### src/rtl/cia_tod_seq.sv
// cia_tod_seq: turns one host command into a complete, untorn 4-byte TOD
// access on the CIA register bus. Bytes go hours, minutes, seconds, 10ths
// (addresses B, A, 9, 8), so the CIA's own stop-on-hours/restart-on-10ths
// and freeze-on-hours/release-on-10ths latching keeps the clock coherent.
//
// Handshake: a command transfers on the clk edge where cmd_valid, cmd_ready
// and phi2_dn are all high; cmd_ready is high only while idle. The response
// is a single phi2-cycle pulse on rsp_valid, with rsp_err qualifying it and
// no back-pressure on the response side.
module cia_tod_seq #(
    parameter int GAP       = 0,    // idle phi2 cycles between accesses (0..7)
    parameter bit CHECK_BCD = 1'b1  // reject writes carrying malformed BCD
) (
    input  logic        clk,
    input  logic        res_n,
    input  logic        phi2_dn,
    input  logic        cmd_valid,
    output logic        cmd_ready,
    input  logic        cmd_write,
    input  logic        cmd_alarm,
    input  logic [31:0] cmd_data,
    output logic        rsp_valid,
    output logic [31:0] rsp_data,
    output logic        rsp_err,
    output logic        bus_rd,
    output logic        bus_we,
    output logic [3:0]  bus_addr,
    output logic [7:0]  bus_wdata,
    input  logic [7:0]  bus_rdata,
    output logic        w_alarm
);

    typedef enum logic [1:0] {
        S_IDLE = 2'd0,
        S_ACC  = 2'd1,
        S_GAPW = 2'd2,
        S_RESP = 2'd3
    } state_t;

    // Last value of the gap counter before moving to the next access.
    localparam logic [2:0] GAP_LAST = 3'(GAP - 1);

    state_t      state_q,     state_d;
    logic [1:0]  idx_q,       idx_d;       // byte index: 0=hr .. 3=10ths
    logic [2:0]  gap_q,       gap_d;
    logic        write_q,     write_d;
    logic        alarm_q,     alarm_d;
    logic [31:0] data_q,      data_d;
    logic        err_q,       err_d;
    logic [23:0] shadow_q,    shadow_d;    // hr/min/sec bytes of a read in flight
    logic [31:0] rsp_data_q,  rsp_data_d;

    // Malformed BCD in a {hr, min, sec, 10ths} word. hr bit 7 is AM/PM.
    function automatic logic bcd_bad(input logic [31:0] d);
        logic bad;
        bad = 1'b0;
        if (d[7:4] != 4'h0 || d[3:0] > 4'd9)      bad = 1'b1;
        if (d[15:12] > 4'd5 || d[11:8] > 4'd9)    bad = 1'b1;
        if (d[23:20] > 4'd5 || d[19:16] > 4'd9)   bad = 1'b1;
        if (d[30:29] != 2'b00 || d[27:24] > 4'd9) bad = 1'b1;
        if (d[28] && d[27:24] > 4'd2)             bad = 1'b1;
        return bad;
    endfunction

    // Next-state logic: command latch, access sequencing and read capture.
    always_comb begin
        state_d    = state_q;
        idx_d      = idx_q;
        gap_d      = gap_q;
        write_d    = write_q;
        alarm_d    = alarm_q;
        data_d     = data_q;
        err_d      = err_q;
        shadow_d   = shadow_q;
        rsp_data_d = rsp_data_q;
        case (state_q)
            S_IDLE: begin
                if (cmd_valid) begin
                    write_d = cmd_write;
                    alarm_d = cmd_alarm;
                    data_d  = cmd_data;
                    idx_d   = 2'd0;
                    gap_d   = 3'd0;
                    if (cmd_alarm && !cmd_write) begin
                        // Alarm registers are write-only on the CIA.
                        err_d   = 1'b1;
                        state_d = S_RESP;
                    end else if (CHECK_BCD && cmd_write && bcd_bad(cmd_data)) begin
                        err_d   = 1'b1;
                        state_d = S_RESP;
                    end else begin
                        err_d   = 1'b0;
                        state_d = S_ACC;
                    end
                end
            end
            S_ACC: begin
                if (!write_q) begin
                    case (idx_q)
                        2'd0:    shadow_d[23:16] = bus_rdata;
                        2'd1:    shadow_d[15:8]  = bus_rdata;
                        2'd2:    shadow_d[7:0]   = bus_rdata;
                        default: shadow_d        = shadow_q;
                    endcase
                end
                if (idx_q == 2'd3) begin
                    // rsp_data only changes once the whole read is in hand.
                    if (!write_q) rsp_data_d = {shadow_q, bus_rdata};
                    state_d = S_RESP;
                end else if (GAP == 0) begin
                    idx_d = idx_q + 2'd1;
                end else begin
                    gap_d   = 3'd0;
                    state_d = S_GAPW;
                end
            end
            S_GAPW: begin
                if (gap_q == GAP_LAST) begin
                    idx_d   = idx_q + 2'd1;
                    state_d = S_ACC;
                end else begin
                    gap_d = gap_q + 3'd1;
                end
            end
            S_RESP: begin
                state_d = S_IDLE;
            end
            default: begin
                state_d = S_IDLE;
            end
        endcase
    end

    // State register; everything advances only on the phi2 end strobe.
    always_ff @(posedge clk or negedge res_n) begin
        if (!res_n) begin
            state_q    <= S_IDLE;
            idx_q      <= 2'd0;
            gap_q      <= 3'd0;
            write_q    <= 1'b0;
            alarm_q    <= 1'b0;
            data_q     <= 32'h0;
            err_q      <= 1'b0;
            shadow_q   <= 24'h0;
            rsp_data_q <= 32'h0;
        end else if (phi2_dn) begin
            state_q    <= state_d;
            idx_q      <= idx_d;
            gap_q      <= gap_d;
            write_q    <= write_d;
            alarm_q    <= alarm_d;
            data_q     <= data_d;
            err_q      <= err_d;
            shadow_q   <= shadow_d;
            rsp_data_q <= rsp_data_d;
        end
    end

    // Outputs decode straight from registers, so address, data and strobe
    // all move together on the same clk edge.
    assign cmd_ready = (state_q == S_IDLE);
    assign bus_we    = (state_q == S_ACC) && write_q;
    assign bus_rd    = (state_q == S_ACC) && !write_q;
    assign bus_addr  = (state_q == S_ACC) ? (4'hB - {2'b00, idx_q}) : 4'h0;
    assign bus_wdata = (state_q == S_ACC) ? data_q[{~idx_q, 3'b000} +: 8] : 8'h00;
    assign w_alarm   = alarm_q && ((state_q == S_ACC) || (state_q == S_GAPW));
    assign rsp_valid = (state_q == S_RESP);
    assign rsp_err   = (state_q == S_RESP) && err_q;
    assign rsp_data  = rsp_data_q;

endmodule

### config.mk
export PLATFORM = sky130hd
export DESIGN_NAME = cia_tod_seq
export DESIGN_NICKNAME = d
export VERILOG_FILES = /design/src/rtl/cia_tod_seq.sv
export SDC_FILE = /design/constraint.sdc
export NUM_CORES = 1
export LEC_CHECK = 0
export CORE_ASPECT_RATIO = 0.7
export CORE_MARGIN = 2
export CORE_UTILIZATION = 46
export CTS_CLUSTER_DIAMETER = 150
export DETAILED_ROUTE_END_ITERATION = 12
export HOLD_SLACK_MARGIN = 0.12
export PLACE_DENSITY = 0.84
export SYNTH_ARGS = -nofsm -noshare
export SYNTH_HDL_FRONTEND = slang
export SYNTH_SLANG_ARGS = --single-unit
### constraint.sdc
create_clock -name clk -period 1.85 [get_ports clk]
set_clock_uncertainty 0.1 [all_clocks]
set_input_delay 0.37 -clock clk [delete_from_list [all_inputs] [get_ports clk]]
set_output_delay 0.37 -clock clk [all_outputs]
set_load 0.05 [all_outputs]
==> results.cfg, run 1 <==
[run_status]
status = finished, violations left
violations = negative setup slack

[synthesis]
synthFlopType = dfrtp_1
yosys_warnings = 0
syn_area_mm2 = 0.00447
syn_area_per_cell_um2 = 15.7
synthCells = 285
synth_most_common_cell = dfrtp_1
seq_area_frac_synth_pct = 54.8
yosysTopAreaCellShare_pct = 54.8
ys_types = 36
synth_seq_cells = 98
syn_nets = 343
synth_edf_count = 0
synth.area.top_cells = dfrtp_1, mux2_2, mux2_4
synth_area_leader_cell = dfrtp_1
async_flop_share_pct = 100
netlist_top_cells_count = dfrtp_1, mux2_2, mux2_4

[global_route]
gr-total-overflow = 0
grt_usage_pct = 19.3
grt_max_degree = 99
first_global_vias = 2943
grt_pass1_wl_mm = 15.6
grt_antenna_before_repair = 0

[final_layout]
antennaDiodeCount = 0
nets = 482
drive_gt1_share_pct = 57.1
syn_to_final_growth_pct = 46.2
final_cell_area_mm2 = 0.00654
final_core_util_pct = 68.4
instances_no_fill = 557
fill_cells = 662

[worst_setup_path]
path_delay_family = multiplexers
cp_slowest_stage_delay_ns = 0.50
worstPathCellList = buf_12 -> mux4_2 -> and2_4 -> buf_8
critPathBufInv = 2
reg2reg_slack_ns = -0.08
endpoint_kind = output port
path_class = flop to output port
critPathRequiredTime_ns = 1.38
worst_setup_path_start_kind = flop
worstPathMaxFanout = 8
crit_path_top_delay_cell = mux4_2
worstPathArrival_ns = 1.69

[floorplan]
io_pins = 96
rows = 30
coreArea_mm2 = 0.00957
start_util_pct = 46.7
die-area_mm2 = 0.0105
fp.dieH_um = 86.5
die_x_um = 122

[pwr]
max-vdd-ir-drop_mv = 0.820
p_leak_uw = 0.00303
power_density_mw_per_mm2 = 1880

[timing]
max_slew_margin_pct = 64.7
fin_crit_sh_pct = 117
finalMaxSlewViolations = 0
hold_ws_ns = 0.395
fmax_mhz = 464
finalSetupViolations = 64
rsz0062_at_grt = true
final-hold-violation-count = 0
worstMarginPinSlew_ns = 0.529
min_period_ns = 2.16
layout_setup_ws_ns = -0.307

[routing]
first_pass_iters = 4
drc = 0
via_per_inst = 5.10
post_drt_wl_per_cell_um = 18.0
drt_iter0_markers = 176
ant_nets = 0
routed_wl_mm = 10.0
vias = 2842

[placed_design]
port_buffers = 94
pre_cts_slack_ns = -0.288
hpwlAfterDp_mm = 6.51
finalWeightedCongestion = 0.760
dp.cells = 517
place_area_mm2 = 0.00570

[hold_path]
worstHoldPathType = flop to flop

[clock_tree]
cts_tree = done
numCtsBuffers = 9
clkLatencyLatePin_ns = 0.33
cts.clk_slew.worst_paths_ns = 0.07
htree_levels = 3
clock_sinks = 98
cts-root-buf = clkbuf_16
clock_path_buffers = 2

[flow_run]
maxCapViolations = 0
## where the power goes
part | switching [µW] | internal (µW) | total [µW]
Combinational | 3340 | 3390 | 6730
Clock | 832 | 1100 | 1930
Sequential | 562 | 3110 | 3670
Total | 4740 | 7590 | 12300
## kinds of logic after synthesis
family	after synthesis	share of synthesized area, %
buf+inv	16	2.88
compound gates	20	3.30
fa+ha+maj	12	3.36
other cells	1	0.0838
mux	102	30.1
simple gates	36	5.45
flops	98	54.8
## metal layers
metal,global-route usage [%],wire (µm)
met1,27.9,4830
met2,29.9,4860
met3,4.28,259
met4,5.12,98
met5,0,0
## layout by cell type, fill, tap and decap left out, types with 7 or more instances in the layout
cell             synthesis  final
buf_12                   3     17
mux4_2                   8      8
buf_4                    1     55
clkbuf_16                0      9
mux2_2                  61     60
dfrtp_1                 98     97
buf_6                    0     11
clkdlybuf4s50_1          0     44
buf_8                    1      8
mux2_4                  30     31
nand2_8                  1      7
and2_4                   1     12
## per-stage QoR
stage	setup TNS [ns]	power (µW)
floorplan	-24.14	7320
global placement	-2.24	9110
detailed placement	-2.47	9280
CTS	-3.50	11900
global route	-10.67	12900
finish	-5.12	12300
## final cells by class
class,count,area (µm²),share of cell area [%]
inverters,5,30.0,0.459
clock buffers,10,239,3.65
well taps,128,160,2.45
clock inverters,6,71.3,1.09
repair buffers,136,1450,22.1
multi-input cells,174,2140,32.7
flip-flops and latches,98,2450,37.5
## registers in the layout, indices dropped and copies added (netlist names)
register  cells
alarm_q       1
err_q         1
idx_q         2
write_q       1
rsp_data     32
state_q       2
data_q       32
gap_q         3
shadow_q     24
## repair_timing
| item | 4_1_cts | 5_1_grt |
|---|---|---|
| hold endpoints to repair | 98 | 0 |
| hold buffers | 1 | 0 |
| buffers inserted | 11 | 10 |
| endpoints found under the setup margin | 47 | 69 |
| gates cloned | 1 | 2 |
| pin swaps | 13 | 7 |
| gates resized for setup | 47 | 26 |
## final timing paths
| kind | end | start | depth (start not counted) |
|---|---|---|---|
| min reg2reg | rsp_data[18] | shadow_q[10] | 1 |
| min in group asynchronous | rsp_data[15] | res_n | 3 |
| min | rsp_data[18] | shadow_q[10] | 1 |
| max reg2reg | rsp_data[2] | state_q[1] | 8 |
| max in group asynchronous | state_q[0] | res_n | 3 |
| max | bus_wdata[5] | idx_q[0] | 4 |
No activity file was read; power rests on OpenSTA's default activity.
==> run 2, diff against run 1 <==
TNS_END_PERCENT = 10   (was default)
==> run 2 against run 1 <==
  * The run still ends with negative setup slack left
  * Via count decreased by 3.7%
  * Global-route usage decreased by 0.30 points
  * Combinational power decreased by 14%
  * Utilization fell by 4.8 points
  * Sequential power about the same
  * Non-clock buffer count shrank 19
  * Clock power down 6%
  * Largest power group unchanged
  * Register-to-register slack improved by 0.07 ns
  * Routed wire length down 6.2%
  * Worst setup slack worse by 0.049 ns
==> results.cfg, run 2 (synthesized netlist as in run 1, its figures left out) <==
[timing]
final-hold-violation-count = 0
finalMaxSlewViolations = 0
fin_setup_tns_ns = -3.36
min_period_ns = 2.21
finalSetupViolations = 19
worstMarginPinSlew_ns = 0.513
max_slew_margin_pct = 65.8
fmax_mhz = 453
fin_crit_sh_pct = 119
layout_setup_ws_ns = -0.355
rsz0062_at_grt = true

[hold_path]
hold_path_depth = 1
worstHoldPathType = flop to flop
min_from = alarm_q
holdPathEnd = alarm_q

[run_status]
violations = negative setup slack
status = finished, violations left

[global_route]
first_global_vias = 2877
gr-total-overflow = 0
grt_pass1_wl_mm = 15.4
grt_max_degree = 99
grt_antenna_before_repair = 0
grt_usage_pct = 19.0

[worst_setup_path]
worst_setup_path_start_kind = flop
worst-r2r-cell-count = 6
timing.rr.end = rsp_data[3]
r2r-start = state_q[1]
path_class = flop to output port
worstPathArrival_ns = 1.74
worstPathMaxFanout = 4
startpoint = idx_q[0]
reg2reg_slack_ns = -0.01
critPathRequiredTime_ns = 1.38
endpoint_kind = output port

[floorplan]
io_pins = 96
start_util_pct = 46.7
die-area_mm2 = 0.0105
fp.dieH_um = 86.5
rows = 30
die_x_um = 122
coreArea_mm2 = 0.00957

[final_layout]
fill_cells = 713
final_cell_area_mm2 = 0.00609
multi_input_area_mm2 = 0.00194
syn_to_final_growth_pct = 36.0
layout_commonest_cell = dfrtp_1
drive_gt1_share_pct = 51.6
antennaDiodeCount = 0
final_core_util_pct = 63.6
area.sequential_mm2 = 0.00245
layout_common_cells = dfrtp_1, mux2_2, buf_4, clkdlybuf4s50_1, mux2_4
nets = 460

[clock_tree]
clock_path_buffers = 2
htree_levels = 3
clkLatencyLatePin_ns = 0.33
numCtsBuffers = 9
post_cts_buffers = 0
clock_sinks = 98
cts.clk_slew.worst_paths_ns = 0.06
cts_tree = done
cts-root-buf = clkbuf_16

[routing]
vias = 2737
routed_wl_mm = 9.42
first_pass_iters = 4
drt_iter0_markers = 169
drc = 0
post_drt_wl_per_cell_um = 17.6
via_per_inst = 5.12
ant_nets = 0

[pwr]
p_leak_uw = 0.00289
max-vdd-ir-drop_mv = 0.895
power_density_mw_per_mm2 = 1860
total_power_uw = 11300

[placed_design]
finalWeightedCongestion = 0.835
place_area_mm2 = 0.00567
hpwlAfterDp_mm = 6.65
port_buffers = 94

[flow_run]
maxCapViolations = 0
==> run 2: cell count changes in the layout (fill, tap and decap cells not counted), moves of 3 or more <==
cell / previous run / this run
buf_12: 17 / 13
buf_6: 11 / 3
nand2_2: 0 / 3
and2_1: 0 / 5
clkinv_2: 0 / 3
buf_4: 55 / 49
nand2_8: 7 / 1
ha_4: 4 / 1
clkinvlp_4: 3 / 0
and2_4: 12 / 7
==> run 2: area by class of cell <==
cell class                 count  area share (%)
sequential                    98            40.3
multi-input combinational    171            31.8
timing repair buffer         117            20.2
clock buffer                  11            3.82
tap                          128            2.63
clock inverter                 5           0.884
inverter                       5           0.308
==> run 2: where the power goes <==
group | switching [µW] | internal (µW)
sequential | 591 | 3110
combinational | 2990 | 2830
clock | 759 | 1050
total | 4340 | 6990
==> run 2: worst max-delay path by stage <==
stage	end	slack [ns]
after detailed placement	state_q[1]	-0.30
after CTS	bus_wdata[3]	-0.38
after global routing	bus_wdata[1]	-0.41
after floorplan	rsp_data[0]	-0.35
after global placement	state_q[1]	-0.26
final	bus_wdata[6]	-0.36
==> run 2: what timing repair did <==
item | CTS | global route
hold endpoints to repair | 98 | 0
setup endpoints to repair | 19 | 54
pin swaps | 1 | 5
gates resized for setup | 26 | 5
gates cloned | 1 | 0
hold buffers | 1 | 0
==> run 2: critical path, cell delays in order, from the launching register on <==
cell and delay, ns:
dfrtp_2 0.45, buf_16 0.14, mux4_2 0.48, and2_1 0.18, buf_6 0.15
==> run 2: stage by stage <==
stage,cells,setup slack [ns],hold slack [ns]
2_1_floorplan,285,-0.346,-0.0256
4_1_cts,535,-0.382,0.399
3_3_place_gp,517,-0.259,0.361
6_report,535,-0.355,0.397
5_1_grt,535,-0.406,0.414
3_5_place_dp,517,-0.296,0.366
==> run 2: routing by layer <==
layer  global-route usage [%]  wire, µm  part of all wire [%]
met5                        0         0                     0
met4                     4.81        91                  0.97
met3                     5.13       393                   4.2
met2                     28.8      4490                    48
met1                     27.5      4450                    47
==> run 3, diff against run 2 <==
CORE_MARGIN = default   (was 2)
==> run 3 against run 2 <==
  * The flow still finishes with violations (negative setup slack)
  * Total power increased by 3.5%
  * Via count hardly changed
  * Routed wire length up 1.8%
  * Critical path type unchanged
  * Largest power group unchanged
  * Worst setup slack better by 0.016 ns
  * Clock power up 9%
  * Sequential share of layout area shrank 0.81 points
  * Global-route usage up 1.4 points
  * Worst hold slack got worse by 0.093 ns
  * Sequential power is essentially flat
  * Final cell count fell by 0.56%
==> results.cfg, run 3 (synthesized netlist as in run 1, its figures left out) <==
[clock_tree]
clkLatencyLatePin_ns = 0.34
cts-root-buf = clkbuf_16
clock_sinks = 98
cts.clk_slew.worst_paths_ns = 0.06
numCtsBuffers = 9
clock_path_buffers = 2
htree_levels = 3
cts_tree = done

[worst_setup_path]
worstPathMaxFanout = 5
endpoint_kind = output port
path_delay_family = multiplexers
worstPathCellList = clkbuf_16 -> mux4_2 -> and2_4 -> buf_8
critPathRequiredTime_ns = 1.38
cp_slowest_stage_delay_ns = 0.49
crit_path_top_delay_cell = mux4_2
worst_setup_path_start_kind = flop
worstPathArrival_ns = 1.72
path_class = flop to output port
critPathBufInv = 2

[placed_design]
port_buffers = 94
hpwlAfterDp_mm = 6.64
dp.cells = 513
pre_cts_slack_ns = -0.300
finalWeightedCongestion = 0.799
place_area_mm2 = 0.00567

[timing]
final-hold-violation-count = 0
hold_ws_ns = 0.304
layout_setup_ws_ns = -0.339
finalMaxSlewViolations = 0
fin_crit_sh_pct = 118
finalSetupViolations = 49
rsz0062_at_grt = true
fmax_mhz = 457
min_period_ns = 2.19

[pwr]
max-vdd-ir-drop_mv = 0.794
total_power_uw = 11700
power_density_mw_per_mm2 = 1890
p_leak_uw = 0.00295

[routing]
via_per_inst = 5.14
ant_nets = 0
drt_iter0_markers = 94
routed_wl_mm = 9.60
drc = 0
vias = 2735
post_drt_wl_per_cell_um = 18.0
first_pass_iters = 4

[floorplan]
rows = 29
die-area_mm2 = 0.0101
start_util_pct = 48.4
io_pins = 96
die_x_um = 120
fp.dieH_um = 84.5
coreArea_mm2 = 0.00925

[global_route]
first_global_vias = 2961
grt_pass1_wl_mm = 15.7
grt_usage_pct = 20.4
grt_antenna_before_repair = 0
gr-total-overflow = 0
grt_max_degree = 91

[final_layout]
syn_to_final_growth_pct = 38.7
drive_gt1_share_pct = 53.9
antennaDiodeCount = 0
final_cell_area_mm2 = 0.00621
layout_commonest_cell = dfrtp_1
nets = 462
instances_no_fill = 532
layout_common_cells = dfrtp_1, mux2_2, buf_4, clkdlybuf4s50_1, mux2_4

[flow_run]
maxCapViolations = 0

[hold_path]
worstHoldPathType = input pin to asynchronous set/reset pin

[run_status]
violations = negative setup slack
status = finished, violations left
[run 3: worst register-to-register path, cell delays in order (launching register included)]
cell and delay [ns]:
dfrtp_2 0.45, clkbuf_16 0.18, buf_4 0.14, buf_6 0.12, ha_4 0.19, nand2_8 0.28
mux2_2 0.40
[run 3: worst paths after layout]
path	start	cells after the start	slack, ns	end
max	idx_q[0]	4	-0.34	bus_wdata[6]
min	res_n	2	0.30	data_q[24]
max reg2reg	idx_q[0]	6	-0.11	rsp_data[10]
min reg2reg	shadow_q[17]	1	0.40	rsp_data[25]
max in group asynchronous	res_n	3	0.65	idx_q[0]
min in group clk	shadow_q[17]	1	0.40	rsp_data[25]
[run 3: metal layers]
metal / global-route usage [%] / wire length [µm] / vias up
met2: 32.6 / 4680 / 48
met5: 0 / 0 / -
met4: 5.45 / 88 / 0
li1: - / - / 1269
met3: 4.42 / 282 / 7
met1: 28.4 / 4550 / 1411
[run 3: cell type report]
type | count | area [µm²]
Clock inverter | 6 | 90.1
Inverter | 5 | 18.8
Sequential cell | 98 | 2450
Tap cell | 124 | 155
Clock buffer | 9 | 225
Multi-Input combinational cell | 171 | 2000
Timing Repair Buffer | 119 | 1260
Fill cell | 673 | 3050
[run 3: stage by stage]
| stage | TNS [ns] | util, % |
|---|---|---|
| 6_report | -5.14 | 67.1 |
| 3_3_place_gp | -1.85 | 61.3 |
| 5_1_grt | -8.03 | 67.1 |
| 4_1_cts | -3.65 | 66.3 |
| 2_1_floorplan | -24.71 | - |
| 3_5_place_dp | -3.54 | 61.3 |
[run 3: repair_timing]
item	in CTS	in global routing
gates cloned	1	0
pin swaps	4	6
setup buffers	1	1
hold buffers	1	0
gates resized for setup	28	20
endpoints found under the hold margin	98	0
setup endpoints to repair	21	61
[run 3: report_power, final]
part	switching [µW]	leakage, µW	internal [µW]
Combinational	3080	0.00157	2990
Clock	792	0.000152	1180
Sequential	581	0.00123	3110
Total	4450	0.00295	7270
